--- config.mk ---
export PLATFORM = sky130hd
export DESIGN_NAME = warmboot_sequencer
export DESIGN_NICKNAME = d
export VERILOG_FILES = /design/src/rtl/warmboot_pkg.sv /design/src/rtl/ms_tick_gen.sv /design/src/rtl/warmboot_sequencer.sv
export SDC_FILE = /design/constraint.sdc
export NUM_CORES = 1
export LEC_CHECK = 0
export CAP_MARGIN = 20
export CORE_AREA = 2 2 59 61
export CTS_BUF_LIST = sky130_fd_sc_hd__clkbuf_8
export DETAILED_ROUTE_END_ITERATION = 6
export DIE_AREA = 0 0 61 63
export DONT_BUFFER_PORTS = 1
export PLACE_DENSITY_LB_ADDON = 0.2
export SLEW_MARGIN = 20
export SYNTH_ARGS = -nofsm -noshare
export SYNTH_HDL_FRONTEND = slang
export SYNTH_SLANG_ARGS = --single-unit
--- constraint.sdc ---
create_clock -name clk_48mhz -period 2.69 [get_ports clk_48mhz]
set_input_delay 0.4035 -clock clk_48mhz [delete_from_list [all_inputs] [get_ports clk_48mhz]]
set_output_delay 0.4035 -clock clk_48mhz [all_outputs]
set_load 0.01 [all_outputs]
--- src/rtl/warmboot_pkg.sv ---
// rtl/warmboot_pkg.sv - shared types and limits for the warm-boot sequencer
package warmboot_pkg;

  localparam int WB_MAX_IMAGES = 4;

  typedef logic [1:0] wb_image_t;

  typedef enum logic [2:0] {
    ST_IDLE,
    ST_DETACH,
    ST_DRAIN,
    ST_ARM,
    ST_FIRE
  } wb_state_t;

endpackage

--- src/rtl/ms_tick_gen.sv ---
// rtl/ms_tick_gen.sv - millisecond prescaler, one-cycle tick on wrap
module ms_tick_gen #(
  parameter int CLK_HZ = 48000000
) (
  input  logic clk_48mhz,
  input  logic reset_n,
  input  logic clear,
  output logic tick
);

  localparam int DIV = CLK_HZ / 1000;
  localparam int W   = (DIV > 1) ? $clog2(DIV) : 1;

  logic [W-1:0] cnt;

  assign tick = (cnt == W'(DIV - 1));

  always_ff @(posedge clk_48mhz or negedge reset_n) begin
    if (!reset_n) begin
      cnt <= '0;
    end else if (clear || tick) begin
      cnt <= '0;
    end else begin
      cnt <= cnt + 1'b1;
    end
  end

endmodule

--- src/rtl/warmboot_sequencer.sv ---
// rtl/warmboot_sequencer.sv - ordered SB_WARMBOOT driver with USB detach and SPI drain
// Optional inactivity auto-boot: WARMBOOT_TIMEOUT_EN.
module warmboot_sequencer
  import warmboot_pkg::*;
#(
  parameter int NUM_IMAGES    = 4,
  parameter int DEFAULT_IMAGE = 1,
  parameter int CLK_HZ        = 48000000,
  parameter int DETACH_MS     = 10,
  parameter int SETTLE_CYCLES = 4,
  parameter int TIMEOUT_MS    = 5000
) (
  input  logic       clk_48mhz,
  input  logic       reset_n,
  input  logic       boot_req,
  input  logic [1:0] boot_image,
  input  logic       spi_busy,
  input  logic       usb_activity,
  output logic       usb_detach,
  output logic       busy,
  output logic       img_err,
  output logic       wb_s1,
  output logic       wb_s0,
  output logic       wb_boot
);

`ifdef WARMBOOT_TIMEOUT_EN
  localparam int MS_W = 16;
`else
  localparam int MS_W = 8;
`endif
  localparam wb_image_t DEF_IMG = wb_image_t'(DEFAULT_IMAGE);

  wb_state_t state, state_next;
  wb_image_t image_q, req_image, img_d;
  logic [MS_W-1:0] ms_cnt;
  logic [3:0] settle_cnt;
  logic ms_tick, ms_clear, ms_run;
  logic req_valid, req_accept, auto_req, detach_done, settle_done;
  logic detach_d, busy_d, boot_d;

  assign req_valid = ({1'b0, boot_image} < 3'(NUM_IMAGES));
  assign req_image = (boot_req && req_valid) ? boot_image : DEF_IMG;

`ifdef WARMBOOT_TIMEOUT_EN
  // Activity restarts the whole ms timebase so the timeout is exact from the last strobe.
  assign auto_req = (state == ST_IDLE) && ms_tick && (ms_cnt == MS_W'(TIMEOUT_MS - 1));
  assign ms_clear = req_accept || ((state == ST_IDLE) && usb_activity);
  assign ms_run   = (state == ST_IDLE) || (state == ST_DETACH);
`else
  logic unused_usb_activity;
  assign unused_usb_activity = usb_activity;
  assign auto_req = 1'b0;
  assign ms_clear = req_accept;
  assign ms_run   = (state == ST_DETACH);
`endif

  assign req_accept  = (state == ST_IDLE) && (boot_req || auto_req);
  assign detach_done = ms_tick && (ms_cnt == MS_W'(DETACH_MS - 1));
  assign settle_done = (settle_cnt == 4'(SETTLE_CYCLES - 1));

  ms_tick_gen #(.CLK_HZ(CLK_HZ)) u_ms_tick (
    .clk_48mhz (clk_48mhz),
    .reset_n   (reset_n),
    .clear     (ms_clear),
    .tick      (ms_tick)
  );

  always_ff @(posedge clk_48mhz or negedge reset_n) begin
    if (!reset_n) begin
      ms_cnt     <= '0;
      settle_cnt <= '0;
    end else begin
      if (ms_clear)                ms_cnt <= '0;
      else if (ms_tick && ms_run)  ms_cnt <= ms_cnt + 1'b1;
      if (state != ST_ARM)         settle_cnt <= '0;
      else                         settle_cnt <= settle_cnt + 1'b1;
    end
  end

  always_ff @(posedge clk_48mhz or negedge reset_n) begin
    if (!reset_n) begin
      state          <= ST_IDLE;
      image_q        <= DEF_IMG;
      img_err        <= 1'b0;
      usb_detach     <= 1'b0;
      busy           <= 1'b0;
      wb_boot        <= 1'b0;
      {wb_s1, wb_s0} <= DEF_IMG;
    end else begin
      state          <= state_next;
      usb_detach     <= detach_d;
      busy           <= busy_d;
      wb_boot        <= boot_d;
      {wb_s1, wb_s0} <= img_d;
      if (req_accept) begin
        image_q <= req_image;
        if (boot_req) img_err <= !req_valid;
      end
    end
  end

  always_comb begin
    state_next = state;
    case (state)
      ST_IDLE:   if (req_accept)  state_next = ST_DETACH;
      ST_DETACH: if (detach_done) state_next = ST_DRAIN;
      ST_DRAIN:  if (!spi_busy)   state_next = ST_ARM;
      ST_ARM:    if (settle_done) state_next = ST_FIRE;
      ST_FIRE:                    state_next = ST_FIRE;
      default:                    state_next = ST_IDLE;
    endcase
  end

  // Outputs are computed from the next state so every output is a flop.
  always_comb begin
    busy_d   = (state_next != ST_IDLE);
    detach_d = (state_next != ST_IDLE);
    boot_d   = (state_next == ST_FIRE);
    img_d    = (state_next == ST_ARM) ? image_q : {wb_s1, wb_s0};
  end

endmodule

---- Yosys cells after proc, flatten, opt, wreduce, memory -nomap -nowiden ----
Index checks and enable logic that the tools add are counted.
word-level totals
  register bits after elaboration ......... 37
  input port bits ......................... 7
  output and inout bits ................... 6
cells by class
  $add $sub $neg .......................... 3
  equal/unequal tests ..................... 10
  mux-type cells .......................... 10
  reduce and logical (&&, ||, !) cells .... 7
operator list
  kind                                                             count
  16-bit by 1-bit adder with 16-bit output, second input constant  1
  16-bit == test, second input constant                            1
  16-bit two-way mux                                               1
  8-bit two-way mux                                                2
  3-bit one-hot mux with 5 select lines                            1
  3-bit two-way mux                                                4
  3-bit by 2-bit == test with 1-bit output, second input constant  3
  8-bit by 1-bit adder with 8-bit output, second input constant    1
  8-bit by 4-bit == test with 1-bit output, second input constant  1
  3-bit == test, second input constant                             2
  4-bit by 1-bit adder with 4-bit output, second input constant    1
  4-bit by 2-bit == test with 1-bit output, second input constant  1
  4-bit two-way mux                                                1
  3-bit by 1-bit == test with 1-bit output, second input constant  1
  1-bit logical AND                                                3
  3-bit logical NOT                                                1
  3-bit by 2-bit != test with 1-bit output, second input constant  1
  3-bit nonzero test                                               1
  2-bit two-way mux                                                1
  2-bit nonzero test                                               1
  1-bit logical OR                                                 1

---- Logic depth before layout (Yosys ltp) ----
Gate-level depths: netlist of the first run.
  depth after elaboration ................. 5
  gate-level depth with buffers ........... 7
  mapped depth without buffers ............ 5

---- By module ----
From an unflattened synthesis of the first run, not the netlist that was laid out.
second synthesis, totals
  cell total of the unflattened synthesis .. 178
  area, all modules ....................... 1864.3 um^2
by module, submodules not included
  module              times used  cells each  area each (um^2)
  warmboot_sequencer  1           99          1034.7
  ms_tick_gen         1           79          829.5

---- Worst setup path before layout of the first run ----
Ideal clock, no wire load.
  path type ............................... reg-to-reg
  from .................................... register u_ms_tick.cnt[0]
  to ...................................... register u_ms_tick.cnt[10]
  setup time .............................. 0.121 ns
  arrival time ............................ 1.918 ns
  data required time ...................... 2.569 ns
  path slack .............................. 0.650 ns
  stages on the path, launching flop included .. 8
  clock period less this slack ............ 2.040 ns
  cells stage by stage .................... dfrtp_1 -> ha_1 -> inv_2 -> or4_4 -> buf_6 -> o21ai_1 -> buf_2 -> nor2_1
between the ends
  cells in the longest elaborated chain, start to end .. 3
  elaborated cells on any way between the ends .. 4
  classes of those cells .................. 1 x add/sub; 1 x eq/ne; 1 x mux; 1 x reduce/logical
ends and longest elaborated chain
  what                                                                              RTL line           RTL
  start: declaration                                                                ms_tick_gen.sv:14  logic [W-1:0] cnt;
  start signal: assignment                                                          ms_tick_gen.sv:24  cnt <= cnt + 1'b1;
  branches (longest 2 deep; another with 16-bit by 1-bit adder with 16-bit output)  -
  16-bit two-way mux *                                                              ms_tick_gen.sv:21  end else if (clear || tick) begin
Mark *: on every way between the ends.
A chain may end at the register's enable or synchronous reset.

---- Worst setup path after layout of the first run ----
  from .................................... register u_ms_tick.cnt[0]
  to ...................................... register ms_cnt[5]
between the ends
  cells in the longest elaborated chain, start to end .. 3
ends and longest elaborated chain
  what                          RTL line                  RTL
  16-bit == test                ms_tick_gen.sv:16         assign tick = (cnt == W'(DIV - 1));
  1-bit logical AND             warmboot_sequencer.sv:75  else if (ms_tick && ms_run) ms_cnt <= ms_cnt + 1'b1;
  2-bit nonzero test (no line)  -
  end signal: assignment        warmboot_sequencer.sv:75
  end: declaration              warmboot_sequencer.sv:36  logic [MS_W-1:0] ms_cnt;
Every way passes these cells.

==> summary.txt, run 1 <==
Worst setup path
  • Critical Path RT: 2.90 ns
  • CP Data Arrival Time: ~2.4 ns
  • Largest fanout on the critical path: 14
  • Crit path buf inv count: 1
  • CP Class: register to register
  • Family with the most delay on the worst path: simple AND/OR/NAND/NOR gates
  • Critical path's largest stage delay: roughly 0.63 ns
  • R2R depth: 5
  • R2R Path Start: u_ms_tick.cnt[0]
  • R2r endpoint: ms_cnt[5]
  • CP startpoint kind: register
  • Crit path max-delay cell type: or4_4
  • CP Capture Type: register
  • Crit-path cells: ha_1 -> inv_2 -> or4_4 -> or4_1 -> a21oi_1
  • Reg2Reg Setup Slack: around 0.53 ns

Global route
  • Overflow after GRT: 0
  • Vias in the first global route: around 1300
  • GRT Total Usage: 21.1%
  • Largest net degree at the start of global routing: 38
  • Global-route wire length before repair: 6070 um
  • Initial antenna violation count: 0

Timing
  • Crit path time final: around 2.2 ns
  • FMAX: around 460 MHz
  • Setup WS post-layout: roughly 0.53 ns
  • Final Hold Viols: 0
  • Pins Over Slew Limit: 0
  • Setup TNS: 0 ns
  • Final clock skew: about 0.0025 ns
  • Final Hold Slack: 0.216 ns
  • Final period util: about four fifths
  • Worst Tran Pin Value: roughly 0.59 ns
  • Relative slew margins: between 60% and 70%
  • Final setup viols: 0
  • RSZ-0062 raised after global routing: no

Logic synthesis
  • Most used DFF post-synth: dfrtp_1
  • Mapped Nets: 190
  • Synthesized flop and latch total: 37
  • Synth unique cells: 44
  • Post-synthesis async set-or-reset flop share: 100%
  • Sequential area share after synthesis: around 50%
  • Post-synthesis cell area: about 0.0018 mm2
  • EDFF count, synth: 0
  • Syn. warnings: 0
  • Mean Syn Cell Area: approximately 10 um2
  • Post-Syn Instances: ~180

Flow run
  • Max Cap Viol: 0

Die
  • Starting Density: a little under three fifths
  • Io pins: 13
  • Core ar.: about 0.0032 mm2
  • DIE HEIGHT: around 63 um
  • Die width: 61 um
  • DIE AREA: a little under 0.004 mm2
  • Num rows: 21

CTS
  • Setup bufs post-CTS: 0
  • CTS Buffer Depth: 2
  • Clk pin slew, worst setup/hold paths: 0.07 ns
  • H-tree Lvls: 2
  • TritonCTS clock tree: yes
  • Root buf cell: clkbuf_8
  • Clk sink count: 37
  • Clk Latency, worst-skew pair: about 0.28 ns
  • CTS Buf Count: 5
  • Cts repair resizes: 0

Routing
  • DRC: 0
  • WL met2: about 1600 um
  • ANT nets after route: 0
  • DRT iter0 DRCs: 53
  • Post-DR wirelength/cell: 14.1 um
  • DRT Pass-1 Iters: 4
  • Met3 WL: 121 um
  • Vias: between 1000 and 1500
  • Max layer used: met4
  • Met1 WL: 1530 um
  • Vias/cell: just under 6
  • Routed wire length: around 3300 um

Placed design
  • DP HPWL: roughly 2200 um
  • Final RePlAce weighted congestion: approximately 0.84
  • Place WS: approximately 0.54 ns
  • Placed cell areas: ~0.0019 mm2
  • IO Port Bufs: 0

Worst hold path
  • Hold Crit Endpoint: image_q[0]
  • Hold Crit Class: input pin to register
  • Min-delay src: boot_image[0]
  • Hold Path Stages: 2

Cells and area
  • Nets: 195
  • Most common cell after layout, fill and taps aside: dfrtp_1
  • Layout cells sized above 1: between 10% and 20%
  • Post-route cell area: 0.00198 mm2
  • Ant diodes: 0
  • Synthesis-to-layout area growth: 7.82%
  • Most frequent cells in the layout: 35 x dfrtp_1, 25 x nor2_1, 15 x nand2_1

Power
  • Leakage: ~0.0009 uW
  • Worst IR drop on VDD: 0.310 mV
  • Pwr/cell area: 476 mW/mm2
  • Power Total: roughly 940 uW

Status
  • Status: complete, no violations
[through the flow]
step                instances  util [%]
detailed placement        221      58.0
global route              231      61.4
CTS                       231      61.4
floorplan                 179         -
global placement          221      58.0
finish                    231      61.4
[synth_stat cells (5+ instances only)]
cell type	n	area [um2]
nand4_1	7	43.8
nor2_1	25	93.8
dfrtp_1	35	876
o31ai_1	5	37.5
xor2_1	6	52.6
xnor2_1	9	78.8
nand2_1	15	56.3
nand3_1	7	35.0
a21oi_1	6	30.0
or4_1	5	37.5
nor4_1	5	31.3
[sequential cells by signal, summed over array words and instances (netlist names)]
signal and flops:
u_ms_tick.cnt 16, ms_cnt 8, settle_cnt 4, state 3
image_q 2, busy 1, wb_boot 1, wb_s0 1
wb_s1 1
[metal layers]
layer	GRT usage, %	up-vias
li1	-	645
met1	29.5	666
met2	30.4	23
met3	6.63	4
met4	8.15	0
met5	0	-
[report_power, final]
group,switching [uW],total [uW],internal [uW]
logic,17.3,27.6,10.2
registers,7.03,570,563
clock network,175,347,172
[how the worst max path moves through the flow]
stage                      from                 to  slack (ns)  depth (start not counted)
6_report       u_ms_tick.cnt[0]          ms_cnt[5]        0.53                          5
3_3_place_gp   u_ms_tick.cnt[0]          ms_cnt[5]        0.59                          5
2_1_floorplan  u_ms_tick.cnt[0]  u_ms_tick.cnt[10]        0.65                          7
4_1_cts        u_ms_tick.cnt[0]          ms_cnt[5]        0.53                          5
5_1_grt                state[2]          ms_cnt[5]        0.38                          4
3_5_place_dp   u_ms_tick.cnt[0]          ms_cnt[5]        0.54                          5
[cell families (layout without fill, tap and decap cells)]
| group | after synthesis | after routing | synth area share (%) |
|---|---|---|---|
| adders and majority gates | 4 | 4 | 2.72 |
| muxes | 6 | 6 | 3.40 |
| buffers and inverters | 10 | 16 | 2.92 |
| and+or+nand+nor | 89 | 89 | 27.3 |
| DFF | 37 | 37 | 50.4 |
| xor gates and xnor gates | 15 | 15 | 7.14 |
| other | 1 | 1 | 0.204 |
| AOI/OAI and AO/OA | 17 | 17 | 5.91 |
[layout make-up]
class                           count  area, um2
Clock buffer                        5       68.8
Tap cell                           46       57.6
Fill cell                         265       1250
Sequential cell                    37        928
Multi-Input combinational cell    132        858
Clock inverter                      3       11.3
Timing Repair Buffer                4       45.0
Inverter                            4       15.0
[timing repair]
item                       in CTS  in global routing
setup endpoints to repair       0                  0
hold buffers                    2                  0
hold endpoints to repair       37                  0
Note: power is estimated with default switching activity, not from simulation.
==> run 2: changes to the inputs <==
==> constraint.sdc (replaced) <==
create_clock -name clk_48mhz -period 1.85 [get_ports clk_48mhz]
set_input_delay 0.2775 -clock clk_48mhz [delete_from_list [all_inputs] [get_ports clk_48mhz]]
set_output_delay 0.2775 -clock clk_48mhz [all_outputs]
set_load 0.01 [all_outputs]
==> run 2 against run 1 <==
  * Critical endpoint is now ms_cnt[2]
  * Worst hold slack lost 0.15 ns
  * Power up 66%
  * Routed wire length up 28%
  * Register-to-register slack got worse by 0.60 ns
  * Via count rose by 13%
  * Clock power increased by 96%
  * Highest routed layer unchanged
  * Sequential power rose by 46%
  * Critical path depth decreased by 1
  * Utilization up 12 points
  * The run now ends with setup timing left
  * Combinational power rose by 100%
  * Non-clock buffer count rose by 32
==> summary.txt, run 2 (synthesis gave the netlist of run 1 again) <==
Status
  • Status: complete, but fails checks
  • Failing checks: setup timing

Die
  • Num rows: 21
  • DIE AREA: 0.00384 mm2
  • Die width: approximately 61 um
  • DIE HEIGHT: between 60 and 70 um
  • Starting Density: between 50 and 60%
  • Core ar.: ~0.0032 mm2
  • Io pins: 13

Routing
  • Post-DR wirelength/cell: around 16 um
  • Routed wire length: between 4000 and 5000 um
  • Vias/cell: approximately 5.7
  • Vias: 1512
  • DRC: 0
  • DRT Pass-1 Iters: 4
  • ANT nets after route: 0
  • DRT iter0 DRCs: between 100 and 150

Placed design
  • Placed cell areas: 0.00209 mm2
  • Final RePlAce weighted congestion: 0.884
  • DP HPWL: around 2700 um
  • Place WS: -0.0982 ns
  • IO Port Bufs: 0

Global route
  • GRT Total Usage: roughly a quarter
  • Vias in the first global route: 1478
  • Overflow after GRT: 0
  • Largest net degree at the start of global routing: 38
  • Initial antenna violation count: 0
  • Global-route wire length before repair: about 7000 um

Worst setup path
  • R2r endpoint: ms_cnt[2]
  • CP Class: register to register
  • Crit-path cells: nand4bb_4 -> or4_4 -> or4b_1 -> a21oi_2
  • R2R Path Start: u_ms_tick.cnt[10]
  • Critical Path RT: between 2 and 2.5 ns
  • CP Data Arrival Time: about 2.2 ns
  • R2R depth: 4
  • CP Capture Type: register
  • Largest fanout on the critical path: 6
  • Critical path's largest stage delay: 0.61 ns
  • Levels on crit path: 4
  • Crit path max-delay cell type: or4_4
  • Reg2Reg Setup Slack: -0.07 ns
  • Family with the most delay on the worst path: simple AND/OR/NAND/NOR gates
  • CP startpoint kind: register
  • Crit path buf inv count: 0

CTS
  • CTS Buffer Depth: 2
  • Root buf cell: clkbuf_8
  • TritonCTS clock tree: yes
  • CTS Buf Count: 5
  • Clk Latency, worst-skew pair: approximately 0.29 ns
  • H-tree Lvls: 2
  • Clk pin slew, worst setup/hold paths: roughly 0.070 ns
  • Clk sink count: 37

Power
  • Comb pwr share: 3.5%
  • Worst IR drop on VDD: between 0.6 and 0.7 mV
  • Internal Power: between 1000 and 1500 uW
  • Power Total: 1560 uW
  • Clk pwr share: a little over two fifths
  • Reg power frac: 53.0%
  • Net Switching: between 300 and 400 uW
  • Pwr/cell area: 655 mW/mm2
  • Sw Share: a little over a fifth
  • Leakage: 0.00109 uW

Cells and area
  • Ant diodes: 0
  • Largest Register: u_ms_tick.cnt
  • Max reg flops: 16
  • Synthesis-to-layout area growth: 29.7%
  • Nets: 228
  • Most frequent cells in the layout: 35 x dfrtp_1, 32 x buf_4, 25 x nor2_1
  • Post-route cell area: between 0.002 and 0.0025 mm2
  • Most common cell after layout, fill and taps aside: dfrtp_1
  • Biggest regs: u_ms_tick.cnt: 16 flops, ms_cnt: 8 flops, settle_cnt: 4 flops
  • Layout cells sized above 1: 33.0%
  • Fillers: between 200 and 250

Timing
  • Setup WS post-layout: -0.0704 ns
  • Final clock skew: roughly 0.0098 ns
  • Crit path time final: between 1.5 and 2 ns
  • FMAX: between 500 and 600 MHz
  • Pins Over Slew Limit: 0
  • Final period util: 104%
  • Final Hold Viols: 0
  • RSZ-0062 raised after global routing: yes
  • Final setup viols: 4

Worst hold path
  • Min-delay src: boot_image[0]
  • Hold Path Stages: 2
  • Hold Crit Endpoint: image_q[0]
  • Hold Crit Class: input pin to register

Flow run
  • Max Cap Viol: 0
-- run 2: area by class of cell --
type | instances | area, um2 | share of cell area [%]
clock buffer | 5 | 68.8 | 2.88
clock inverter | 3 | 38.8 | 1.62
inverter | 4 | 17.5 | 0.734
multi-input combinational | 133 | 983 | 41.2
sequential | 37 | 928 | 38.9
tap | 46 | 57.6 | 2.41
timing repair buffer | 36 | 293 | 12.3
-- run 2: worst reg2reg max path: stages (launching register included) --
cell and delay (ns):
dfrtp_1 0.38, nand4bb_4 0.24, or4_4 0.61, or4b_1 0.51
a21oi_2 0.13
-- run 2: worst max-delay path by stage --
stage / start / to / slack, ns
after floorplan: u_ms_tick.cnt[0] / ms_cnt[4] / -0.02
after global placement: u_ms_tick.cnt[1] / ms_cnt[5] / -0.02
after detailed placement: u_ms_tick.cnt[1] / ms_cnt[5] / -0.1
after CTS: u_ms_tick.cnt[0] / ms_cnt[5] / -0.04
after global routing: u_ms_tick.cnt[10] / ms_cnt[2] / -0.13
final: u_ms_tick.cnt[10] / ms_cnt[2] / -0.07
-- run 2: stage by stage --
step           setup TNS (ns)  instances  util (%)  hold slack (ns)
3_5_place_dp           -0.211        247      64.7          -0.0170
3_3_place_gp          -0.0317        247      64.7          -0.0171
4_1_cts               -0.0488        262      71.7           0.0561
2_1_floorplan         -0.0172        179         -          -0.0181
6_report               -0.201        264      73.9           0.0640
5_1_grt                -0.610        264      73.9           0.0665
-- run 2: what timing repair did --
| action | 4_1_cts | 5_1_grt |
|---|---|---|
| hold buffers | 2 | 0 |
| cloned | 1 | 0 |
| endpoints found under the setup margin | 4 | 9 |
| pin swaps | 7 | 6 |
| hold endpoints to repair | 37 | 0 |
| buffers inserted | 4 | 2 |
| resized for setup | 9 | 13 |
-- run 2: per-layer routing --
metal | global-route usage [%] | vias to the layer above | share of wire (%)
li1 | - | 718 | -
met2 | 39.5 | 44 | 52
met5 | 0 | - | 0
met4 | 12.2 | 0 | 2.6
met3 | 5.38 | 9 | 4.4
met1 | 30.5 | 741 | 41
-- run 2: power by group through the flow --
stage / sequential, uW / combinational, uW / clock, uW
2_1_floorplan: 840 / 19.9 / 0
3_3_place_gp: 843 / 24.0 / 0
3_5_place_dp: 843 / 25.7 / 0
4_1_cts: 828 / 50.7 / 693
5_1_grt: 830 / 61.9 / 726
6_report: 830 / 55.3 / 679
